**config.mk**
```make
export PLATFORM = sky130hd
export DESIGN_NAME = ln_cordic_ctrl
export DESIGN_NICKNAME = d
export VERILOG_FILES = /design/src/rtl/ln_cordic_pkg.sv /design/src/rtl/ln_result_fifo.sv /design/src/rtl/ln_cordic_ctrl.sv
export SDC_FILE = /design/constraint.sdc
export NUM_CORES = 1
export LEC_CHECK = 0
export BUFFER_PORTS_ARGS = -buffer_cell sky130_fd_sc_hd__buf_2
export CAP_MARGIN = 20
export CORE_ASPECT_RATIO = 1.25
export CORE_MARGIN = 2
export CORE_UTILIZATION = 61
export CTS_BUF_LIST = sky130_fd_sc_hd__clkbuf_8
export DETAILED_ROUTE_END_ITERATION = 8
export GPL_TIMING_DRIVEN = 0
export PLACE_DENSITY = 0.87
export SLEW_MARGIN = 0
export SYNTH_ARGS = -nofsm -noshare
export SYNTH_HDL_FRONTEND = slang
export SYNTH_SLANG_ARGS = --single-unit
```
**constraint.sdc**
```tcl
create_clock -name clk -period 6 [get_ports clk]
set_input_delay 1.2 -clock clk [delete_from_list [all_inputs] [get_ports clk]]
set_output_delay 1.2 -clock clk [all_outputs]
set_load 0.03 [all_outputs]
```
**src/rtl/ln_cordic_pkg.sv**
```systemverilog
// ln_cordic_pkg: shared constants and types for the ln(a) CORDIC controller.
//   Q_W        - width of every signed Q7.25 datum
//   ONE        - 1.0 in Q7.25
//   A_MIN_DEF  - default lowest legal operand (0.11)
//   A_MAX_DEF  - default highest legal operand (9.0)
//   tag_t      - per-operation tag travelling alongside the CORDIC pipeline
//   result_t   - one result buffer entry {err, ln}
package ln_cordic_pkg;

    localparam int Q_W   = 32;
    localparam int RES_W = Q_W + 1;

    localparam logic signed [Q_W-1:0] ONE       = 32'sh0200_0000;
    localparam logic signed [Q_W-1:0] A_MIN_DEF = 32'sh0038_51EB;
    localparam logic signed [Q_W-1:0] A_MAX_DEF = 32'sh1200_0000;

    typedef struct packed {
        logic valid;
        logic err;
    } tag_t;

    typedef struct packed {
        logic           err;
        logic [Q_W-1:0] ln;
    } result_t;

endpackage

```
**src/rtl/ln_result_fifo.sv**
```systemverilog
// ln_result_fifo: small synchronous FIFO holding finished ln results.
//   clk, rst_n  - clock and asynchronous active-low reset
//   wr_en       - push wr_data (caller guarantees the FIFO is not full)
//   wr_data     - entry to push
//   rd_en       - pop the head entry (ignored when empty)
//   rd_data     - current head entry (meaningless while empty)
//   empty       - no entries stored
//   count       - number of entries stored
module ln_result_fifo
    import ln_cordic_pkg::*;
#(
    parameter int DEPTH = 4,
    parameter int WIDTH = RES_W,
    parameter int CNT_W = $clog2(DEPTH + 1)
) (
    input  logic             clk,
    input  logic             rst_n,
    input  logic             wr_en,
    input  logic [WIDTH-1:0] wr_data,
    input  logic             rd_en,
    output logic [WIDTH-1:0] rd_data,
    output logic             empty,
    output logic [CNT_W-1:0] count
);

    localparam int PTR_W = (DEPTH > 1) ? $clog2(DEPTH) : 1;

    logic [WIDTH-1:0] mem [DEPTH];
    logic [PTR_W-1:0] wr_ptr;
    logic [PTR_W-1:0] rd_ptr;
    logic             do_rd;

    // Pointers wrap modulo DEPTH, so DEPTH need not be a power of two.
    function automatic logic [PTR_W-1:0] ptr_next(input logic [PTR_W-1:0] p);
        return (p == PTR_W'(DEPTH - 1)) ? '0 : p + PTR_W'(1);
    endfunction

    assign empty   = (count == '0);
    assign do_rd   = rd_en & ~empty;
    assign rd_data = mem[rd_ptr];

    // NOTE: storage has no reset; empty/count gate every use of stale entries,
    // and leaving it unreset keeps it mappable to plain RAM.
    always_ff @(posedge clk) begin
        if (wr_en) mem[wr_ptr] <= wr_data;
    end

    always_ff @(posedge clk or negedge rst_n) begin
        if (!rst_n) begin
            wr_ptr <= '0;
            rd_ptr <= '0;
            count  <= '0;
        end else begin
            if (wr_en) wr_ptr <= ptr_next(wr_ptr);
            if (do_rd) rd_ptr <= ptr_next(rd_ptr);
            case ({wr_en, do_rd})
                2'b10:   count <= count + CNT_W'(1);
                2'b01:   count <= count - CNT_W'(1);
                default: ;
            endcase
        end
    end

endmodule

```
**src/rtl/ln_cordic_ctrl.sv**
```systemverilog
// ln_cordic_ctrl: drives an external hyperbolic CORDIC (thv_cordic) to compute
// ln(a) = 2*atanh((a-1)/(a+1)), tracks each operation with a tag delayed by the
// CORDIC latency and buffers results in a credit-controlled FIFO.
//   clk, rst_n           - clock, asynchronous active-low reset
//   in_valid/in_ready    - operand handshake, in_a is the Q7.25 operand
//   cor_x, cor_y         - CORDIC x/y inputs (a+1, a-1; zero when idle/illegal)
//   cor_z                - CORDIC z output, LATENCY cycles after x/y
//   out_valid/out_ready  - result handshake, out_ln = ln(a), out_err = range error
//   busy                 - operations in flight or buffered
module ln_cordic_ctrl
    import ln_cordic_pkg::*;
#(
    parameter int                    LATENCY = 16,
    parameter int                    DEPTH   = 4,
    parameter logic signed [Q_W-1:0] A_MIN   = A_MIN_DEF,
    parameter logic signed [Q_W-1:0] A_MAX   = A_MAX_DEF
) (
    input  logic           clk,
    input  logic           rst_n,
    input  logic           in_valid,
    output logic           in_ready,
    input  logic [Q_W-1:0] in_a,
    output logic [Q_W-1:0] cor_x,
    output logic [Q_W-1:0] cor_y,
    input  logic [Q_W-1:0] cor_z,
    output logic           out_valid,
    input  logic           out_ready,
    output logic [Q_W-1:0] out_ln,
    output logic           out_err,
    output logic           busy
);

    localparam int CNT_W = $clog2(DEPTH + 1);

    logic [1:0]       rst_sync;
    logic             rst_int_n;
    logic             ready_en;
    logic             accept;
    logic             legal;
    tag_t             tag_q;
    tag_t             tag_sr [LATENCY];
    tag_t             tag_out;
    logic [CNT_W-1:0] inflight;
    logic [CNT_W-1:0] fifo_count;
    logic [CNT_W:0]   credits_used;
    logic             fifo_wr;
    logic             fifo_empty;
    logic             pop;
    result_t          wr_res;
    result_t          head;

    // Asynchronous assert, synchronous release. ready_en duplicates the second
    // stage so the internal reset net is never also used as data.
    // NOTE: sequential state is assigned with <= so every flop samples
    // pre-edge values regardless of statement order.
    always_ff @(posedge clk or negedge rst_n) begin
        if (!rst_n) begin
            rst_sync <= '0;
            ready_en <= 1'b0;
        end else begin
            rst_sync <= {rst_sync[0], 1'b1};
            ready_en <= rst_sync[0];
        end
    end
    assign rst_int_n = rst_sync[1];

    assign credits_used = {1'b0, inflight} + {1'b0, fifo_count};
    assign in_ready     = ready_en & (credits_used < (CNT_W + 1)'(DEPTH));
    assign accept       = in_valid & in_ready;
    assign legal        = ($signed(in_a) >= A_MIN) && ($signed(in_a) <= A_MAX);

    // tag_q is issued alongside cor_x/cor_y, then delayed LATENCY cycles so it
    // exits exactly when cor_z holds the matching CORDIC result.
    always_ff @(posedge clk or negedge rst_int_n) begin
        if (!rst_int_n) begin
            cor_x <= '0;
            cor_y <= '0;
            tag_q <= '0;
        end else begin
            tag_q <= '{valid: accept, err: accept & ~legal};
            if (accept && legal) begin
                cor_x <= in_a + ONE;
                cor_y <= in_a - ONE;
            end else begin
                cor_x <= '0;
                cor_y <= '0;
            end
        end
    end

    always_ff @(posedge clk or negedge rst_int_n) begin
        if (!rst_int_n) begin
            for (int i = 0; i < LATENCY; i++) tag_sr[i] <= '0;
        end else begin
            tag_sr[0] <= tag_q;
            for (int i = 1; i < LATENCY; i++) tag_sr[i] <= tag_sr[i-1];
        end
    end
    assign tag_out = tag_sr[LATENCY-1];
    assign fifo_wr = tag_out.valid;

    // ln = 2*z; out-of-range operands report ln = 0.
    // NOTE: every always_comb output gets a default first so no path can
    // leave it unassigned and infer a latch.
    always_comb begin
        wr_res     = '0;
        wr_res.err = tag_out.err;
        if (!tag_out.err) wr_res.ln = {cor_z[Q_W-2:0], 1'b0};
    end

    always_ff @(posedge clk or negedge rst_int_n) begin
        if (!rst_int_n) begin
            inflight <= '0;
        end else begin
            case ({accept, fifo_wr})
                2'b10:   inflight <= inflight + CNT_W'(1);
                2'b01:   inflight <= inflight - CNT_W'(1);
                default: ;
            endcase
        end
    end

    ln_result_fifo #(
        .DEPTH (DEPTH),
        .WIDTH (RES_W),
        .CNT_W (CNT_W)
    ) u_fifo (
        .clk     (clk),
        .rst_n   (rst_int_n),
        .wr_en   (fifo_wr),
        .wr_data (wr_res),
        .rd_en   (pop),
        .rd_data (head),
        .empty   (fifo_empty),
        .count   (fifo_count)
    );

    assign out_valid = ~fifo_empty;
    assign pop       = out_valid & out_ready;
    assign out_ln    = fifo_empty ? '0 : head.ln;
    assign out_err   = ~fifo_empty & head.err;
    assign busy      = (inflight != '0) | (fifo_count != '0);

endmodule
```
# After elaboration in Yosys (flattened, before gate mapping)
# Memory sizes are Yosys's and may differ from the RTL's.
# Cells that the tools add are included.
# W data, S select, Z words.
dict set report word_totals {
  output_inout_bits 100
  n_memories 1
  input_bits 68
  mem_bits_rw 132
  ff_bits 111
}
dict set report op_classes {
  order_cmp 3
  n_eq_ne 6
  n_bitwise 9
  muxes 10
  reduce_logical 7
  n_addsub 9
}
# name words width read_ports rd_ports_with_merged_regs wr line_no
set memory_table {}
lappend memory_table {u_fifo.mem 4 33 1 0 1 ln_result_fifo.sv:28} ;# logic [WIDTH-1:0] mem [DEPTH];
# cell n
set op_table {}
lappend op_table {{$mux W32} 4}
lappend op_table {{$add A32 B26 Y32 const B} 1}
lappend op_table {{$ge A32 B23 Y1 const B} 1}
lappend op_table {{$le A32 B30 Y1 const B} 1}
lappend op_table {{$sub A32 B26 Y32 const B} 1}
lappend op_table {{$pmux W3 S2} 2}
lappend op_table {{$eq A2 B2 Y1 const B} 4}
lappend op_table {{$add A3 B1 Y3 const B} 2}
lappend op_table {{$and A1 B1 Y1} 6}
lappend op_table {{$reduce_bool A3 Y1} 2}
lappend op_table {{$sub A3 B1 Y3 const B} 2}
lappend op_table {{$add A2 B1 Y2 const B} 2}
lappend op_table {{$add A3 B3 Y4} 1}
lappend op_table {{$eq A2 B1 Y1 const B} 2}
lappend op_table {{$lt A4 B3 Y1 const B} 1}
lappend op_table {{$mux W2} 2}
lappend op_table {{$reduce_bool A2 Y1} 2}
lappend op_table {{$logic_not A3 Y1} 1}
lappend op_table {{$logic_and A1 B1 Y1} 2}
lappend op_table {{$mux W1} 2}
lappend op_table {{$not A1 Y1} 2}
lappend op_table {{$or A1 B1 Y1} 1}

# Logic depth before layout (Yosys ltp)
dict set report logic_depth {
  ltp_word 6
  ltp_mapped 10
}

# Modules after synthesis
# From an unflattened synthesis, not the netlist that was laid out.
dict set report unflattened {
  hier_cells 496
  area_unflattened_um2 8704.6
}
# module cells_per_inst area_per_inst_um2 seq_area_each_um2 n_inst
set by_module_without_submodules {}
lappend by_module_without_submodules {ln_result_fifo 212 5236.3 4139.0 1}
lappend by_module_without_submodules {ln_cordic_ctrl 284 3468.3 1926.8 1}

# Worst setup path before layout
# Ideal clock, no wire load.
dict set report synth_timing {
  kind {reg2reg}
  startpoint {register ready_en}
  endpoint {register inflight[2]}
  path_slack_ns 1.611
  stages_incl_launch_ff 10
  required_time_ns 5.875
  t_arrival_ns 4.264
  path_cell_list {dfrtp_1 > or4b_1 > a31oi_1 > nand2_1 > ha_1 > inv_1 > fa_1 > xor2_1 > nor2_1 > xor2_1}
}
dict set report synth_via {
  elab_chain_cells 4
}
# element line_no
set synth_rtl {}
lappend synth_rtl {{from (decl)} ln_cordic_ctrl.sv:37} ;# logic ready_en;
lappend synth_rtl {{from (signal assigned)} ln_cordic_ctrl.sv:62} ;# ready_en <= rst_sync[0];
lappend synth_rtl {{$and A1 B1 Y1 *} ln_cordic_ctrl.sv:68} ;# assign in_ready = ready_en & (credits_used < (CNT_W + 1)'(DEPTH));
lappend synth_rtl {{via in_ready} ln_cordic_ctrl.sv:21} ;# output logic in_ready,
lappend synth_rtl {{$and A1 B1 Y1 *} ln_cordic_ctrl.sv:69} ;# assign accept = in_valid & in_ready;
lappend synth_rtl {{$eq A2 B1 Y1 or $eq A2 B2 Y1 (tied branches)} ln_cordic_ctrl.sv:115} ;# case ({accept, fifo_wr})
lappend synth_rtl {{$pmux W3 S2 or $reduce_bool A2 Y1 (tied branches)} n/a}
lappend synth_rtl {{to (signal assigned)} ln_cordic_ctrl.sv:116} ;# 2'b10: inflight <= inflight + CNT_W'(1);
lappend synth_rtl {{to (signal assigned)} ln_cordic_ctrl.sv:117} ;# 2'b01: inflight <= inflight - CNT_W'(1);
lappend synth_rtl {{to (decl)} ln_cordic_ctrl.sv:43} ;# logic [CNT_W-1:0] inflight;
# Mark *: on every way through the listed nets, which the timed path passes. The rest lies on a longest branch.
# A chain may end at the register's enable or synchronous reset.

# Worst setup path after layout
dict set report layout_timing {
  startpoint {register u_fifo.rd_ptr[0]}
  endpoint {output port out_ln[8]}
}
dict set report layout_via {
  elab_chain_cells 2
}
# element line_no
set layout_rtl {}
lappend layout_rtl {{from (decl)} ln_result_fifo.sv:30} ;# logic [PTR_W-1:0] rd_ptr;
lappend layout_rtl {{from (signal assigned)} ln_result_fifo.sv:55} ;# if (do_rd) rd_ptr <= ptr_next(rd_ptr);
lappend layout_rtl {{$mem_v2 Z4 W33} n/a}
lappend layout_rtl {{$mux W32} ln_cordic_ctrl.sv:140} ;# assign out_ln = fifo_empty ? '0 : head.ln;
lappend layout_rtl {{to (decl)} ln_cordic_ctrl.sv:28} ;# output logic [Q_W-1:0] out_ln,
# Every way passes these cells.

==> impl_metrics.yaml <==
run:
  drv_cap: 0
sta:
  hold_viol_final: 0
  skew_ns: 0.01003
  setup_viol: 0
  fmax_mhz: 263.0
  period_minus_slack_ns: 3.802
  fin_tns_setup_ns: 0
  fin_ws_ns: 2.198
  whs_ns: 0.1729
  maxSlewHeadroom_pct: 41.63
  rsz0062_at_grt: "false"
  fin_crit_sh_pct: 63.37
  drv_slew: 0
  worst_pin_slew_ns: 0.8756
cells_and_area:
  utilization_pct: 76.28
  final_cell_mix: "169 x buf_2, 128 x edfxtp_1, 83 x dfrtp_1"
  n_antenna_cell: 0
  layout_commonest_cell: "buf_2"
  area_delta_synth_final_pct: 22.04
  drive_above_1_share_pct: 42.45
  nets: 759
  fin_cells: 873
worst_hold_path:
  hold_path_class: "register to async pin"
grt:
  grt_max_degree: 73
  grt_overflow: 0
  grt_pass1_vias: 5129
  grt_pass1_wl_um: 25530
  grt.total_usage_pct: 23.18
  antenna_found_initial: 0
routing:
  initialDrtViolationCount: 232
  drc: 0
  first_pass_iters: 4
  totalWireLength_um: 16340
  vias: 4699
  drt-wirelength-per-cell_um: 18.72
  postRouteAntennaNets: 0
  via_per_inst: 5.383
die:
  initial_utilization_pct: 62.51
  io_pins: 168
  die_w_um: 108.1
  rows: 47
  die_area_sq_um: 14510
  design.core.area_sq_um: 13230
  die_h_um: 134.2
clock_tree:
  cts.clk_slew.worst_paths_ns: 0.07
  tritoncts: "built"
  clock-root-buffer: "clkbuf_8"
  post_cts_resized: 0
  cts.htree.levels: 1
  cts.sinks: 212
  cts_setup_buffers: 0
  cts_hold_buf: 0
  insertion_delay_ns: 0.52
  cts_buffer_depth: 3
  cts_buffers: 30
setup_path:
  critPathLaunchType: "register"
  cpPeakStageDelay_ns: 0.55
  reg2reg_from: "ready_en"
  crit_arrival_ns: 2.60
  endpoint_kind: "primary output"
  cp_data_required_time_ns: 4.80
  worstPathMaxFanout: 10
  cp_slowest_cell: "mux4_2"
  rrSetupSlack_ns: 3.00
  crit_path_start: "u_fifo.rd_ptr[0]"
  reg2reg_depth: 10
  cp_common_cell: "buf_2"
  path_cells: "clkbuf_1 -> buf_2 -> mux4_2 -> and2_1 -> buf_2"
  critical_path_class: "register to primary output"
  r2r_end: "inflight[2]"
  cp-endpoint: "out_ln[8]"
place:
  dpl.cell_count: 817
  dp_hpwl_um: 10830
  gp_congestion: 0.9033
  place_ws_ns: 2.725
  port-buffer-count: 164
yosys:
  synthDistinctLibCells: 45
  ys_ff_latch: 212
  yosys_warnings: 0
  postSynthCellCount: 478
  yosysSeqAreaShare_pct: 71.89
  synth_area_sq_um: 8270
  synth.avg_cell_area_sq_um: 17.30
status:
  status: "complete, no violations"
power_and_ir_drop:
  p_leak_nw: 4.539
  ir_drop_uv: 267.6
  powerDensity_nw_per_um2: 443.4
[report_power, final]
part | total [mW] | internal [mW] | switching, mW
registers | 1.81 | 1.74 | 0.0708
clock network | 1.35 | 0.807 | 0.539
logic | 1.32 | 0.502 | 0.817
total | 4.48 | 3.05 | 1.43
[logic make-up after synthesis]
logic type	synth area share, %
AOI/OAI and AO/OA	1.195
xor gates and xnor gates	1.059
adders and majority gates	2.148
buffers and inverters	4.402
DFF	71.89
muxes	9.092
other	0.09081
and+or+nand+nor	10.12
[critical path, delay by kind of cell, from the launching register on]
family	cells	cell delay, ns
buffers and inverters	3	0.99
flip-flops	1	0.35
multiplexers	1	0.55
AND/OR/NAND/NOR	1	0.19
[state kept, by name (all words and copies together) (netlist names)]
signal	cells
inflight	3
cor_y	32
fifo_wr	1
tag_sr	30
u_fifo.mem	128
cor_x	6
u_fifo.wr_ptr	2
ready_en	1
rst_sync	1
tag_q	2
u_fifo.rd_ptr	2
u_fifo.count	3
tag_out	1
[how the worst min path moves through the flow]
stage | slack, ns | end | startpoint | cells past startpoint
floorplan | 0.33 | fifo_wr | tag_sr[3] | 0
global placement | 0.34 | tag_sr[6] | tag_sr[8] | 0
detailed placement | 0.17 | cor_x[29] | ready_en | 0
CTS | 0.18 | cor_x[29] | ready_en | 0
global route | 0.19 | cor_y[5] | ready_en | 0
finish | 0.17 | cor_x[29] | ready_en | 0
[metal layers]
layer | GRT usage, % | wire length [um] | up-vias
met5 | 0 | 0 | -
met4 | 6.125 | 291 | 0
met3 | 5.685 | 1228 | 26
met2 | 43.29 | 8859 | 199
met1 | 26.32 | 5959 | 2350
li1 | - | - | 2124
[layout make-up]
| cell class | instances | area, sq um |
|---|---|---|
| Tap cell | 171 | 214.0 |
| Inverter | 13 | 50.05 |
| Buffer | 49 | 314.1 |
| Clock buffer | 32 | 440.4 |
| Timing Repair Buffer | 165 | 848.3 |
| Fill cell | 798 | 3138 |
| Sequential cell | 212 | 5949 |
| Multi-Input combinational cell | 207 | 1977 |
| Clock inverter | 24 | 300.3 |
[stage by stage]
| stage | total power, mW | area, sq um |
|---|---|---|
| floorplan | 2.781 | 8282 |
| global placement | 3.098 | 9316 |
| detailed placement | 3.153 | 9353 |
| CTS | 4.510 | 10090 |
| global route | 4.670 | 10090 |
| finish | 4.475 | 10090 |
[cell usage after synthesis (all sizes together)]
cell / number / share of area, %
nand2: 4 / 0.18
and2: 36 / 2.7
clkbuf: 14 / 0.64
nand3: 2 / 0.12
or3: 3 / 0.23
nand4bb: 1 / 0.14
o211a: 2 / 0.33
xnor2: 3 / 0.32
a21oi: 1 / 0.060
buf: 35 / 3.2
or4: 2 / 0.18
and4bb: 1 / 0.15
mux4: 32 / 8.7
clkinv: 1 / 0.060
mux2i: 2 / 0.24
nor2b: 32 / 2.4
o21ai: 3 / 0.18
xor2: 7 / 0.74
nor3: 3 / 0.18
edfxtp: 128 / 46
inv: 12 / 0.54
a31oi: 1 / 0.076
a21boi: 1 / 0.091
and3: 32 / 2.5
fa: 2 / 0.48
nor4: 4 / 0.30
and4: 3 / 0.35
mux2: 1 / 0.14
conb: 2 / 0.091
ha: 11 / 1.7
a221oi: 1 / 0.18
nor3b: 1 / 0.15
dfrtp: 84 / 25
nor2: 5 / 0.23
o211ai: 1 / 0.091
nor4b: 1 / 0.11
or4b: 1 / 0.12
a21o: 2 / 0.18
nand4: 1 / 0.076
Note: power is estimated with default switching activity, not from simulation.
